==> src/rtl/bht_gshare_pkg.sv <==
// bht_gshare_pkg: shared types and helpers for the gshare direction predictor.
//   bht_cnt_t   - 2-bit saturating counter (bit 1 is the predicted direction)
//   BHT_CNT_RST - weakly not-taken value loaded by reset and by the flush sweep
//   bht_state_e - flush sweeper states
//   sat_update  - next value of a counter given the resolved direction
package bht_gshare_pkg;

   typedef logic [1:0] bht_cnt_t;

   localparam bht_cnt_t BHT_CNT_RST = 2'b01;

   typedef enum logic {
      IDLE  = 1'b0,
      SWEEP = 1'b1
   } bht_state_e;

   // Move one step toward the resolved direction, holding at either end.
   function automatic bht_cnt_t sat_update(input bht_cnt_t cnt, input logic taken);
      bht_cnt_t nxt;
      nxt = cnt;
      if (taken) begin
         if (cnt != 2'b11) nxt = cnt + 2'd1;
      end else begin
         if (cnt != 2'b00) nxt = cnt - 2'd1;
      end
      return nxt;
   endfunction

endpackage

==> src/rtl/bht_gshare_flush_fsm.sv <==
// bht_gshare_flush_fsm: walks the counter table once after a flush, one entry
// per cycle, so the table can be reinitialised through a single write port.
// Ports:
//   clk_i, rst_i  - clock, asynchronous active-high reset
//   flush_i       - start (or restart from entry 0) a sweep
//   state_o       - current sweeper state (debug visibility)
//   busy_o        - sweep in progress
//   wr_en_o       - write BHT_CNT_RST to entry wr_idx_o this cycle
//   wr_idx_o      - entry being cleared
module bht_gshare_flush_fsm
   import bht_gshare_pkg::*;
#(
   parameter int BHT_ENTRIES = 128,
   parameter int IDX_W       = $clog2(BHT_ENTRIES)
) (
   input  logic             clk_i,
   input  logic             rst_i,
   input  logic             flush_i,
   output bht_state_e       state_o,
   output logic             busy_o,
   output logic             wr_en_o,
   output logic [IDX_W-1:0] wr_idx_o
);

   localparam logic [IDX_W-1:0] LAST_IDX = IDX_W'(BHT_ENTRIES - 1);

   bht_state_e       state_q;
   logic [IDX_W-1:0] ptr_q;

   always_ff @(posedge clk_i or posedge rst_i) begin
      if (rst_i) begin
         state_q <= IDLE;
         ptr_q   <= '0;
      end else begin
         case (state_q)
            IDLE: begin
               if (flush_i) begin
                  state_q <= SWEEP;
                  ptr_q   <= '0;
               end
            end
            SWEEP: begin
               // A new flush restarts the walk; the entry at ptr_q is still
               // written this cycle, which is harmless.
               if (flush_i) begin
                  ptr_q <= '0;
               end else if (ptr_q == LAST_IDX) begin
                  state_q <= IDLE;
                  ptr_q   <= '0;
               end else begin
                  ptr_q <= ptr_q + 1'b1;
               end
            end
            default: begin
               state_q <= IDLE;
               ptr_q   <= '0;
            end
         endcase
      end
   end

   assign state_o  = state_q;
   assign busy_o   = (state_q == SWEEP);
   assign wr_en_o  = (state_q == SWEEP);
   assign wr_idx_o = ptr_q;

endmodule

==> src/rtl/bht_gshare.sv <==
// bht_gshare: gshare branch direction predictor.
// Zero-latency prediction from a table of 2-bit counters indexed by
// pc[PC_LSB +: HIST_LEN] XOR global history. The speculative GHR shifts in
// each accepted prediction and is restored from the branch's checkpoint on a
// mispredict. A flush reinitialises the table one entry per cycle.
// Optional build macro: BHT_GSHARE_PERF_CNT_EN enables the two perf counters;
// without it both perf outputs are tied to zero.
// Ports:
//   clk_i, rst_i              - clock, asynchronous active-high reset
//   flush_i                   - start a table sweep
//   pred_valid_i, pred_pc_i   - prediction request and fetch PC
//   pred_ready_o              - predictor available (low during a sweep)
//   pred_taken_o, pred_hist_o - predicted direction, GHR checkpoint
//   upd_valid_i, upd_pc_i, upd_hist_i, upd_taken_i, upd_mispredict_i
//                             - branch resolution
//   busy_o                    - sweep in progress
//   perf_pred_cnt_o, perf_mispred_cnt_o - accepted predictions, mispredicts
// Handshake: a prediction is accepted in any cycle where pred_valid_i and
// pred_ready_o are both high; pred_taken_o/pred_hist_o are valid that cycle.
// Resolutions have no backpressure and are dropped while a sweep runs.
module bht_gshare
   import bht_gshare_pkg::*;
#(
   parameter int VLEN        = 64,
   parameter int BHT_ENTRIES = 128,
   parameter int PC_LSB      = 1,
   parameter int HIST_LEN    = $clog2(BHT_ENTRIES)
) (
   input  logic                clk_i,
   input  logic                rst_i,
   input  logic                flush_i,
   input  logic                pred_valid_i,
   input  logic [VLEN-1:0]     pred_pc_i,
   output logic                pred_ready_o,
   output logic                pred_taken_o,
   output logic [HIST_LEN-1:0] pred_hist_o,
   input  logic                upd_valid_i,
   input  logic [VLEN-1:0]     upd_pc_i,
   input  logic [HIST_LEN-1:0] upd_hist_i,
   input  logic                upd_taken_i,
   input  logic                upd_mispredict_i,
   output logic                busy_o,
   output logic [31:0]         perf_pred_cnt_o,
   output logic [31:0]         perf_mispred_cnt_o
);

   bht_cnt_t            cnt_q [BHT_ENTRIES];
   logic [HIST_LEN-1:0] ghr_q;
   logic [HIST_LEN-1:0] pred_idx;
   logic [HIST_LEN-1:0] upd_idx;
   logic [HIST_LEN-1:0] sweep_idx;
   logic                sweep_wr;
   bht_state_e          fsm_state;
   logic                pred_accept;
   logic                upd_mispred;
   logic                upd_en;
   logic                unused_pc_bits;

   bht_gshare_flush_fsm #(
      .BHT_ENTRIES (BHT_ENTRIES),
      .IDX_W       (HIST_LEN)
   ) u_flush_fsm (
      .clk_i    (clk_i),
      .rst_i    (rst_i),
      .flush_i  (flush_i),
      .state_o  (fsm_state),
      .busy_o   (busy_o),
      .wr_en_o  (sweep_wr),
      .wr_idx_o (sweep_idx)
   );

   assign pred_idx = pred_pc_i[PC_LSB +: HIST_LEN] ^ ghr_q;
   assign upd_idx  = upd_pc_i[PC_LSB +: HIST_LEN] ^ upd_hist_i;

   assign pred_ready_o = ~busy_o;
   assign pred_taken_o = pred_ready_o & cnt_q[pred_idx][1];
   assign pred_hist_o  = ghr_q;

   assign pred_accept = pred_valid_i & pred_ready_o;
   assign upd_mispred = upd_valid_i & upd_mispredict_i;
   // A same-cycle flush wins over training.
   assign upd_en      = upd_valid_i & (fsm_state == IDLE) & ~flush_i;

   // PC bits outside the index window are intentionally ignored.
   assign unused_pc_bits = ^{pred_pc_i, upd_pc_i};

   // Counter table: the read above sees the registered value, so a same-cycle
   // update to the predicted entry is only visible from the next cycle.
   always_ff @(posedge clk_i or posedge rst_i) begin
      if (rst_i) begin
         for (int i = 0; i < BHT_ENTRIES; i++) cnt_q[i] <= BHT_CNT_RST;
      end else if (sweep_wr) begin
         cnt_q[sweep_idx] <= BHT_CNT_RST;
      end else if (upd_en) begin
         cnt_q[upd_idx] <= sat_update(cnt_q[upd_idx], upd_taken_i);
      end
   end

   // Speculative history: flush clears, mispredict restores from the
   // checkpoint, otherwise an accepted prediction shifts in its direction.
   always_ff @(posedge clk_i or posedge rst_i) begin
      if (rst_i) begin
         ghr_q <= '0;
      end else if (flush_i) begin
         ghr_q <= '0;
      end else if (upd_mispred) begin
         ghr_q <= {upd_hist_i[HIST_LEN-2:0], upd_taken_i};
      end else if (pred_accept) begin
         ghr_q <= {ghr_q[HIST_LEN-2:0], pred_taken_o};
      end
   end

`ifdef BHT_GSHARE_PERF_CNT_EN
   logic [31:0] perf_pred_q;
   logic [31:0] perf_mispred_q;

   always_ff @(posedge clk_i or posedge rst_i) begin
      if (rst_i) begin
         perf_pred_q    <= '0;
         perf_mispred_q <= '0;
      end else begin
         if (pred_accept) perf_pred_q    <= perf_pred_q + 32'd1;
         if (upd_mispred) perf_mispred_q <= perf_mispred_q + 32'd1;
      end
   end

   assign perf_pred_cnt_o    = perf_pred_q;
   assign perf_mispred_cnt_o = perf_mispred_q;
`else
   assign perf_pred_cnt_o    = '0;
   assign perf_mispred_cnt_o = '0;
`endif

endmodule

==> config.mk <==
export PLATFORM = sky130hd
export DESIGN_NAME = bht_gshare
export DESIGN_NICKNAME = d
export VERILOG_FILES = /design/src/rtl/bht_gshare_pkg.sv /design/src/rtl/bht_gshare_flush_fsm.sv /design/src/rtl/bht_gshare.sv
export SDC_FILE = /design/constraint.sdc
export NUM_CORES = 1
export LEC_CHECK = 0
export CAP_MARGIN = 20
export CORE_AREA = 8 8 203 205
export DETAILED_ROUTE_END_ITERATION = 7
export DIE_AREA = 0 0 211 213
export HOLD_SLACK_MARGIN = 0.05
export PLACE_DENSITY = 0.67
export SETUP_SLACK_MARGIN = 0.3
export SLEW_MARGIN = 15
export SYNTH_ARGS = -nofsm -noshare
export SYNTH_HDL_FRONTEND = slang
export SYNTH_SLANG_ARGS = --single-unit
==> constraint.sdc <==
create_clock -name clk_i -period 10.68 [get_ports clk_i]
set_clock_uncertainty 0.05 [all_clocks]
set_input_delay 2.136 -clock clk_i [delete_from_list [all_inputs] [get_ports clk_i]]
set_output_delay 2.136 -clock clk_i [all_outputs]
set_load 0.05 [all_outputs]
==> results of run 1 <==
==> cells in the mapped netlist, types with 8 or more instances <==
| master | count |
|---|---|
| sky130_fd_sc_hd__a311oi_1 | 11 |
| sky130_fd_sc_hd__dfstp_2 | 128 |
| sky130_fd_sc_hd__inv_1 | 16 |
| sky130_fd_sc_hd__nor2_1 | 316 |
| sky130_fd_sc_hd__a21oi_1 | 209 |
| sky130_fd_sc_hd__a22o_1 | 29 |
| sky130_fd_sc_hd__o32a_1 | 9 |
| sky130_fd_sc_hd__o31ai_1 | 13 |
| sky130_fd_sc_hd__nand2_1 | 176 |
| sky130_fd_sc_hd__xor2_1 | 10 |
| sky130_fd_sc_hd__o2bb2ai_1 | 12 |
| sky130_fd_sc_hd__a32o_1 | 9 |
| sky130_fd_sc_hd__mux4_2 | 56 |
| sky130_fd_sc_hd__mux2i_1 | 25 |
| sky130_fd_sc_hd__nand3_1 | 27 |
| sky130_fd_sc_hd__o21ai_0 | 145 |
| sky130_fd_sc_hd__o22ai_1 | 25 |
| sky130_fd_sc_hd__a211oi_1 | 39 |
| sky130_fd_sc_hd__clkbuf_1 | 97 |
| sky130_fd_sc_hd__a22oi_1 | 16 |
| sky130_fd_sc_hd__buf_1 | 10 |
| sky130_fd_sc_hd__xnor2_1 | 10 |
| sky130_fd_sc_hd__a221oi_1 | 24 |
| sky130_fd_sc_hd__buf_4 | 67 |
| sky130_fd_sc_hd__a31oi_1 | 25 |
| sky130_fd_sc_hd__nor3_1 | 119 |
| sky130_fd_sc_hd__o21ai_1 | 13 |
| sky130_fd_sc_hd__dfrtp_1 | 143 |
| sky130_fd_sc_hd__o32ai_2 | 9 |
| sky130_fd_sc_hd__nor2b_1 | 8 |
| sky130_fd_sc_hd__buf_2 | 24 |
| sky130_fd_sc_hd__o32ai_1 | 14 |
==> final timing paths <==
| path | cells after the start | startpoint | to | slack [ps] |
|---|---|---|---|---|
| hold reg to reg | 1 | cnt_q[185] | cnt_q[185] | 480 |
| setup reg to reg | 8 | cnt_q[34] | cnt_q[165] | 6170 |
| hold / removal | 1 | cnt_q[185] | cnt_q[185] | 480 |
| max in group asynchronous | 3 | rst_i | cnt_q[59] | 7150 |
| min in group asynchronous | 2 | rst_i | cnt_q[65] | 2130 |
| setup / recovery | 9 | pred_pc_i[1] | pred_taken_o | 1920 |
==> cell usage in the layout, fill, tap and decap left out, drive strengths merged, types with 39 or more instances in the layout <==
master	netlist	routed
conb	1	64
dfstp	128	128
a21oi	210	210
nor2	317	317
mux4	56	56
buf	104	49
nand2	176	176
a211oi	39	39
o21ai	158	158
clkbuf	97	48
nor3	124	124
dfrtp	143	143
==> power by group <==
part	switching (mW)	internal, mW	total (mW)
Clock	0.456	0.628	1.08
Combinational	0.451	0.161	0.612
Sequential	0.0332	1.07	1.11
Total	0.940	1.86	2.80
==> critical path: stages <==
cell                              delay, ps
sky130_fd_sc_hd__clkdlybuf4s50_1        560
sky130_fd_sc_hd__xor2_4                 650
sky130_fd_sc_hd__buf_4                  520
sky130_fd_sc_hd__mux4_2                 600
sky130_fd_sc_hd__mux4_2                 540
sky130_fd_sc_hd__mux4_2                 490
sky130_fd_sc_hd__mux2i_1                250
sky130_fd_sc_hd__nor2_1                  80
sky130_fd_sc_hd__clkdlybuf4s50_1        730
==> through the flow <==
stage / worst slack, ps / cell area [um^2] / instances / hold WS (ps) / total power [mW]
after floorplan: 1239 / 17100 / 1983 / 417.0 / 1.514
after global placement: 1949 / 17620 / 2381 / 440.6 / 1.696
after detailed placement: 1943 / 17660 / 2384 / 450.6 / 1.703
after CTS: 1929 / 18670 / 2440 / 469.0 / 2.769
after global routing: 1766 / 18700 / 2442 / 496.6 / 2.856
final: 1925 / 18700 / 2442 / 475.8 / 2.803
==> kinds of logic (layout without fill, tap and decap cells) <==
logic type,after synthesis,count (layout)
mux,87,87
simple gates,684,684
xor+xnor,24,24
other cells,1,64
fa+ha+maj,3,3
compound gates,633,633
buf+inv,217,158
flops,271,271
==> state kept, by name, indices dropped and copies added, names as in the netlist <==
register and cells:
cnt_q 256, pred_hist_o 7, u_flush_fsm.wr_idx_o 7, u_flush_fsm.busy_o 1
==> cell type report <==
cell class	count	area (um^2)	share of cell area, %
flip-flops and latches	271	6945	37.14
multi-input cells	1495	9223	49.32
clock inverters	8	65.06	0.3479
clock buffers	48	949.7	5.078
well taps	518	648.1	3.466
repair buffers	86	802.0	4.289
inverters	16	67.56	0.3613
==> per-layer routing <==
layer,vias up,share of wire (%),GRT usage [%]
li1,6925,-,-
met1,8179,35,39.38
met2,1528,41,44.28
met3,421,16,11.30
met4,0,8.2,21.04
met5,-,0,0
==> insert_results.sql, run 1 <==
INSERT INTO impl_metrics (metric_group, metric, value, unit) VALUES
('run_status', 'run_status', 'complete, but fails checks', ''),
('run_status', 'violations_in_the_final_reports', 'design-rule violations', ''),
('die', 'fp.dieW', '211', 'um'),
('die', 'floorplan.io_pins', '216', ''),
('min_path', 'hold_class', 'flip-flop to flip-flop', ''),
('layout', 'final_layout_size_suffix_gt1_share', '17.41', '%'),
('yosys', 'synth-edff-count', '0', ''),
('detailed_routing', 'detailroute.via_count', '17050', ''),
('yosys', 'post_synth_main_area_contributors', 'sky130_fd_sc_hd__dfrtp_1 (21%), sky130_fd_sc_hd__dfstp_2 (20%), sky130_fd_sc_hd__mux4_2 (7.5%), sky130_fd_sc_hd__nor2_1 (7.0%), sky130_fd_sc_hd__a21oi_1 (6.2%)', ''),
('die', 'start_util', '44.25', '%'),
('pwr', 'maximum_vdd_drop', '0.1098', 'mV'),
('detailed_routing', 'number_of_nets_with_antenna_violations_after_detailed_routing', '0', ''),
('yosys', 'register_area_share_after_synthesis', '41.16', '%'),
('clock_tree', 'postCtsSetupBuffers', '0', ''),
('grt', 'grt_first_pass_wirelength', '105.9', 'mm'),
('timing', 'worst-slew-pin-transition', '1223', 'ps'),
('setup_path', 'critical_path_class', 'input pin to output port', ''),
('clock_tree', 'clock_tree_from_tritoncts', 'done', ''),
('detailed_routing', 'first_pass_iters', '8', ''),
('detailed_routing', 'number_of_remaining_drc_errors', '1', ''),
('setup_path', 'timing.critical_path.fanout_max', '20', ''),
('layout', 'number_of_antenna_repair_diodes', '0', ''),
('yosys', 'yosysTopAreaCellShare', '21.22', '%'),
('die', 'die-area', '44940', 'um^2'),
('clock_tree', 'clock_path_buffers', '3', ''),
('timing', 'setup_violations', '0', ''),
('grt', 'antenna_found_initial', '1', ''),
('yosys', 'xor_xnor_share_of_the_synthesized_area', '1.425', '%'),
('timing', 'totalNegativeSetupSlack', '0', 'ps'),
('timing', 'max_slew_margin', '18.24', '%'),
('yosys', 'ys_warn_count', '0', ''),
('layout', 'area_growth_syn_to_layout', '10.89', '%'),
('timing', 'final_hold_fails', '0', ''),
('placement', 'globalplace.congestion', '1.005', ''),
('setup_path', 'setup.worst_path.start_class', 'input pin', ''),
('setup_path', 'cp_data_required_time', '8490', 'ps'),
('layout', 'finish.utilization', '49.07', '%'),
('grt', 'overflow', '0', ''),
('timing', 'final_max_slew_viol_count', '0', ''),
('yosys', 'ys_seq_elements', '271', ''),
('clock_tree', 'clk_root_buffer_cell', 'sky130_fd_sc_hd__clkbuf_16', ''),
('clock_tree', 'post_cts.resized_instances', '0', ''),
('yosys', 'synth-compound-area-share', '24.00', '%'),
('detailed_routing', 'via_per_inst', '6.983', ''),
('grt', 'maximum_number_of_pins_on_one_net_before_global_route_repair', '146', ''),
('detailed_routing', 'totalWireLength', '71.62', 'mm'),
('timing', 'final_min_period', '8755', 'ps'),
('placement', 'placement.io_buffers', '37', ''),
('yosys', 'yosysTopAreaCell', 'sky130_fd_sc_hd__dfrtp_1', ''),
('pwr', 'static-leakage-power', '6.852', 'nW'),
('clock_tree', 'clock_tree.htree_level_count', '1', ''),
('yosys', 'synth_flop_cell', 'sky130_fd_sc_hd__dfrtp_1', ''),
('yosys', 'synth.avg_cell_area', '8.783', 'um^2'),
('grt', 'track_usage', '31.18', '%'),
('yosys', 'post_synthesis_instance_area', '16860', 'um^2'),
('clock_tree', 'cts_hold_repair.buffers', '0', ''),
('setup_path', 'worst_setup_path_end_kind', 'output port', ''),
('clock_tree', 'clock_latency', '590', 'ps'),
('pwr', 'power_density', '149.9', 'nW/um^2'),
('timing', 'final.period_utilization', '81.98', '%'),
('yosys', 'synth_top_family_by_area', 'compound AO/OA/AOI/OAI gates', ''),
('yosys', 'synth-adder-area-share', '0.2077', '%'),
('die', 'core_region_area', '38110', 'um^2'),
('detailed_routing', 'dr.first_iter.drc_count', '2832', ''),
('detailed_routing', 'avgRoutedWirePerCell', '29.33', 'um'),
('timing', 'setup_repair_after_global_routing_missed_its_margin', 'false', ''),
('clock_tree', 'clkTransAtPathRegs', '60', 'ps'),
('yosys', 'synth_cell_type_count', '69', ''),
('layout', 'fill_cells', '3627', ''),
('die', 'num_rows', '72', ''),
('clock_tree', 'cts_buffers', '30', ''),
('grt', 'grt_pass1_vias', '16280', ''),
('clock_tree', 'numClockSinks', '271', ''),
('die', 'chipHeight', '213', 'um'),
('yosys', 'synthCells', '1920', ''),
('job', 'maxCapViolations', '0', ''),
('timing', 'fmax', '0.1142', 'GHz'),
('placement', 'hpwlAfterDp', '45.43', 'mm'),
('yosys', 'synth-simple-area-share', '17.18', '%'),
('layout', 'layout.nets', '2043', ''),
('setup_path', 'critPathArrivalTime', '6570', 'ps'),
('yosys', 'ys_async_sr_fraction', '100.0', '%'),
('yosys', 'mux_contribution_to_synthesized_area', '9.363', '%');
Power figures use the tool's default switching activity.
==> run 2: changes to the inputs <==
--- a/config.mk
+++ b/config.mk
@@ -10,7 +10,7 @@
 export DETAILED_ROUTE_END_ITERATION = 7
 export DIE_AREA = 0 0 211 213
 export HOLD_SLACK_MARGIN = 0.05
-export PLACE_DENSITY = 0.67
+export PLACE_DENSITY = 0.69
 export SETUP_SLACK_MARGIN = 0.3
 export SLEW_MARGIN = 15
 export SYNTH_ARGS = -nofsm -noshare
==> constraint.sdc (replaced) <==
create_clock -name clk_i -period 7.79 [get_ports clk_i]
set_clock_uncertainty 0.05 [all_clocks]
set_input_delay 1.558 -clock clk_i [delete_from_list [all_inputs] [get_ports clk_i]]
set_output_delay 1.558 -clock clk_i [all_outputs]
set_load 0.05 [all_outputs]
==> run 2 against run 1 <==
Net effect:
- the flow now finishes without violations
- largest power group is now the clock network
- first-iteration DRC count rose by 8.2%
- non-clock buffer count rose by 31
- worst hold slack got worse by 4.5 ps
- final cell count up 1.3%
- die area is the same
- critical path depth is the same
- global-route usage is 0.64 points higher
- clock power up 44%
- highest routed layer is now met5
- critical path type unchanged
==> insert_results.sql, run 2 (synthesis results as in run 1) <==
INSERT INTO impl_metrics (metric_group, metric, value, unit) VALUES
('placement', 'placement.io_buffers', '37', ''),
('clock_tree', 'clock_path_buffers', '3', ''),
('run_status', 'run_status', 'complete, no violations', ''),
('placement', 'globalplace.congestion', '1.061', ''),
('clock_tree', 'clock_latency', '590', 'ps'),
('setup_path', 'setup.worst_path.start_class', 'input pin', ''),
('clock_tree', 'clock_tree_from_tritoncts', 'done', ''),
('placement', 'hpwlAfterDp', '47.32', 'mm'),
('timing', 'setup_violations', '0', ''),
('die', 'fp.dieW', '211', 'um'),
('pwr', 'maximum_vdd_drop', '0.1687', 'mV'),
('layout', 'largest_reg_flops', '256', ''),
('die', 'start_util', '44.25', '%'),
('die', 'core_region_area', '38110', 'um^2'),
('clock_tree', 'clock_tree.htree_level_count', '1', ''),
('setup_path', 'crit_path_top_delay_cell', 'sky130_fd_sc_hd__clkdlybuf4s50_1', ''),
('grt', 'track_usage', '31.82', '%'),
('timing', 'final_min_period', '6948', 'ps'),
('timing', 'final.period_utilization', '89.20', '%'),
('timing', 'worst-slew-pin-transition', '1148', 'ps'),
('grt', 'grt_pass1_vias', '16640', ''),
('detailed_routing', 'dr.first_iter.drc_count', '3063', ''),
('setup_path', 'cp_data_required_time', '6180', 'ps'),
('min_path', 'hold_class', 'flip-flop to flip-flop', ''),
('clock_tree', 'cts_buffers', '31', ''),
('setup_path', 'worst_setup_path_end_kind', 'output port', ''),
('clock_tree', 'numClockSinks', '271', ''),
('detailed_routing', 'number_of_remaining_drc_errors', '0', ''),
('clock_tree', 'post_cts.resized_instances', '0', ''),
('clock_tree', 'clkTransAtPathRegs', '60', 'ps'),
('detailed_routing', 'detailroute.via_count', '16980', ''),
('timing', 'final_hold_fails', '0', ''),
('detailed_routing', 'totalWireLength', '72.99', 'mm'),
('grt', 'maximum_number_of_pins_on_one_net_before_global_route_repair', '143', ''),
('placement', 'pre_cts_slack', '935.4', 'ps'),
('timing', 'final_max_slew_viol_count', '0', ''),
('grt', 'overflow', '0', ''),
('setup_path', 'critical-path-max-stage-delay', '720', 'ps'),
('pwr', 'power_density', '208.4', 'nW/um^2'),
('clock_tree', 'cts_hold_repair.buffers', '0', ''),
('setup_path', 'critical_path.most_common_cell', 'sky130_fd_sc_hd__mux4_2', ''),
('die', 'num_rows', '72', ''),
('clock_tree', 'postCtsSetupBuffers', '0', ''),
('grt', 'grt_first_pass_wirelength', '107.5', 'mm'),
('detailed_routing', 'avgRoutedWirePerCell', '29.50', 'um'),
('job', 'maxCapViolations', '0', ''),
('setup_path', 'critical_path_class', 'input pin to output port', ''),
('layout', 'final_layout_size_suffix_gt1_share', '18.71', '%'),
('layout', 'mostFrequentLayoutCells', 'sky130_fd_sc_hd__nor2_1 (315), sky130_fd_sc_hd__a21oi_1 (208), sky130_fd_sc_hd__nand2_1 (176)', ''),
('timing', 'max_slew_margin', '23.25', '%'),
('layout', 'registers.top_by_ff_count', 'cnt_q', ''),
('die', 'chipHeight', '213', 'um'),
('timing', 'totalNegativeSetupSlack', '0', 'ps'),
('layout', 'area_growth_syn_to_layout', '12.64', '%'),
('setup_path', 'critPathArrivalTime', '5340', 'ps'),
('layout', 'most_common_cell_after_layout_fill_and_taps_aside', 'sky130_fd_sc_hd__nor2_1', ''),
('die', 'floorplan.io_pins', '216', ''),
('timing', 'fmax', '0.1439', 'GHz'),
('setup_path', 'crit_chain', 'clkdlybuf4s50_1 -> xor2_4 -> buf_4 -> mux4_2 -> mux4_2 -> mux4_2 -> mux2i_1 -> nor2_1 -> clkdlybuf4s50_1', ''),
('layout', 'layout.nets', '2075', ''),
('pwr', 'static-leakage-power', '7.018', 'nW'),
('detailed_routing', 'first_pass_iters', '8', ''),
('clock_tree', 'clk_root_buffer_cell', 'sky130_fd_sc_hd__clkbuf_16', ''),
('detailed_routing', 'via_per_inst', '6.863', ''),
('setup_path', 'worstPathBufferInverterCount', '3', ''),
('setup_path', 'timing.critical_path.fanout_max', '32', ''),
('grt', 'antenna_found_initial', '4', ''),
('layout', 'number_of_antenna_repair_diodes', '0', ''),
('timing', 'post-route-worst-setup-slack', '841.7', 'ps'),
('detailed_routing', 'number_of_nets_with_antenna_violations_after_detailed_routing', '0', ''),
('die', 'die-area', '44940', 'um^2'),
('setup_path', 'critPathTopFamily', 'buffers and inverters', ''),
('timing', 'setup_repair_after_global_routing_missed_its_margin', 'false', '');
-- run 2: final timing paths --
kind | slack (ps) | cells after the start | endpoint | startpoint
worst max-delay path | 840 | 9 | pred_taken_o | pred_pc_i[2]
worst min-delay path | 470 | 1 | cnt_q[185] | cnt_q[185]
worst max register to register | 3880 | 11 | cnt_q[45] | cnt_q[218]
worst min register to register | 470 | 1 | cnt_q[185] | cnt_q[185]
max in group asynchronous | 5280 | 3 | cnt_q[29] | rst_i
min in group asynchronous | 1210 | 2 | u_flush_fsm.busy_o | rst_i
-- run 2: final cells by class --
type | count | area (um^2)
clock buffer | 45 | 938.4
clock inverter | 12 | 136.4
fill | 3554 | 19110
inverter | 16 | 63.81
multi-input combinational | 1495 | 9215
sequential | 271 | 6945
tap | 518 | 648.1
timing repair buffer | 117 | 1049
-- run 2: metal layers --
layer  routed length (um)  global-route usage [%]  up-vias
li1                     -                       -     6991
met3                11720                   12.39      370
met5                   45                       0        -
met4                 5488                   20.05        6
met1                26000                   39.81     8117
met2                29740                   45.63     1494
-- run 2: metrics by stage --
stage / cell area [um^2] / std cells / util, % / hold WS, ps / power (mW)
after floorplan: 17100 / 1983 / - / 417.0 / 2.076
after global placement: 17890 / 2415 / 46.95 / 438.1 / 2.365
after detailed placement: 17910 / 2416 / 46.99 / 456.0 / 2.375
after CTS: 18980 / 2473 / 49.81 / 469.7 / 3.912
after global routing: 19000 / 2474 / 49.85 / 489.0 / 4.034
final: 19000 / 2474 / 49.85 / 471.3 / 3.959
-- run 2: power by group --
group	leakage [nW]	switching, mW	total [mW]	internal (mW)
Combinational	3.44	0.635	0.881	0.246
Sequential	3.04	0.0467	1.52	1.47
Clock	0.538	0.631	1.56	0.927
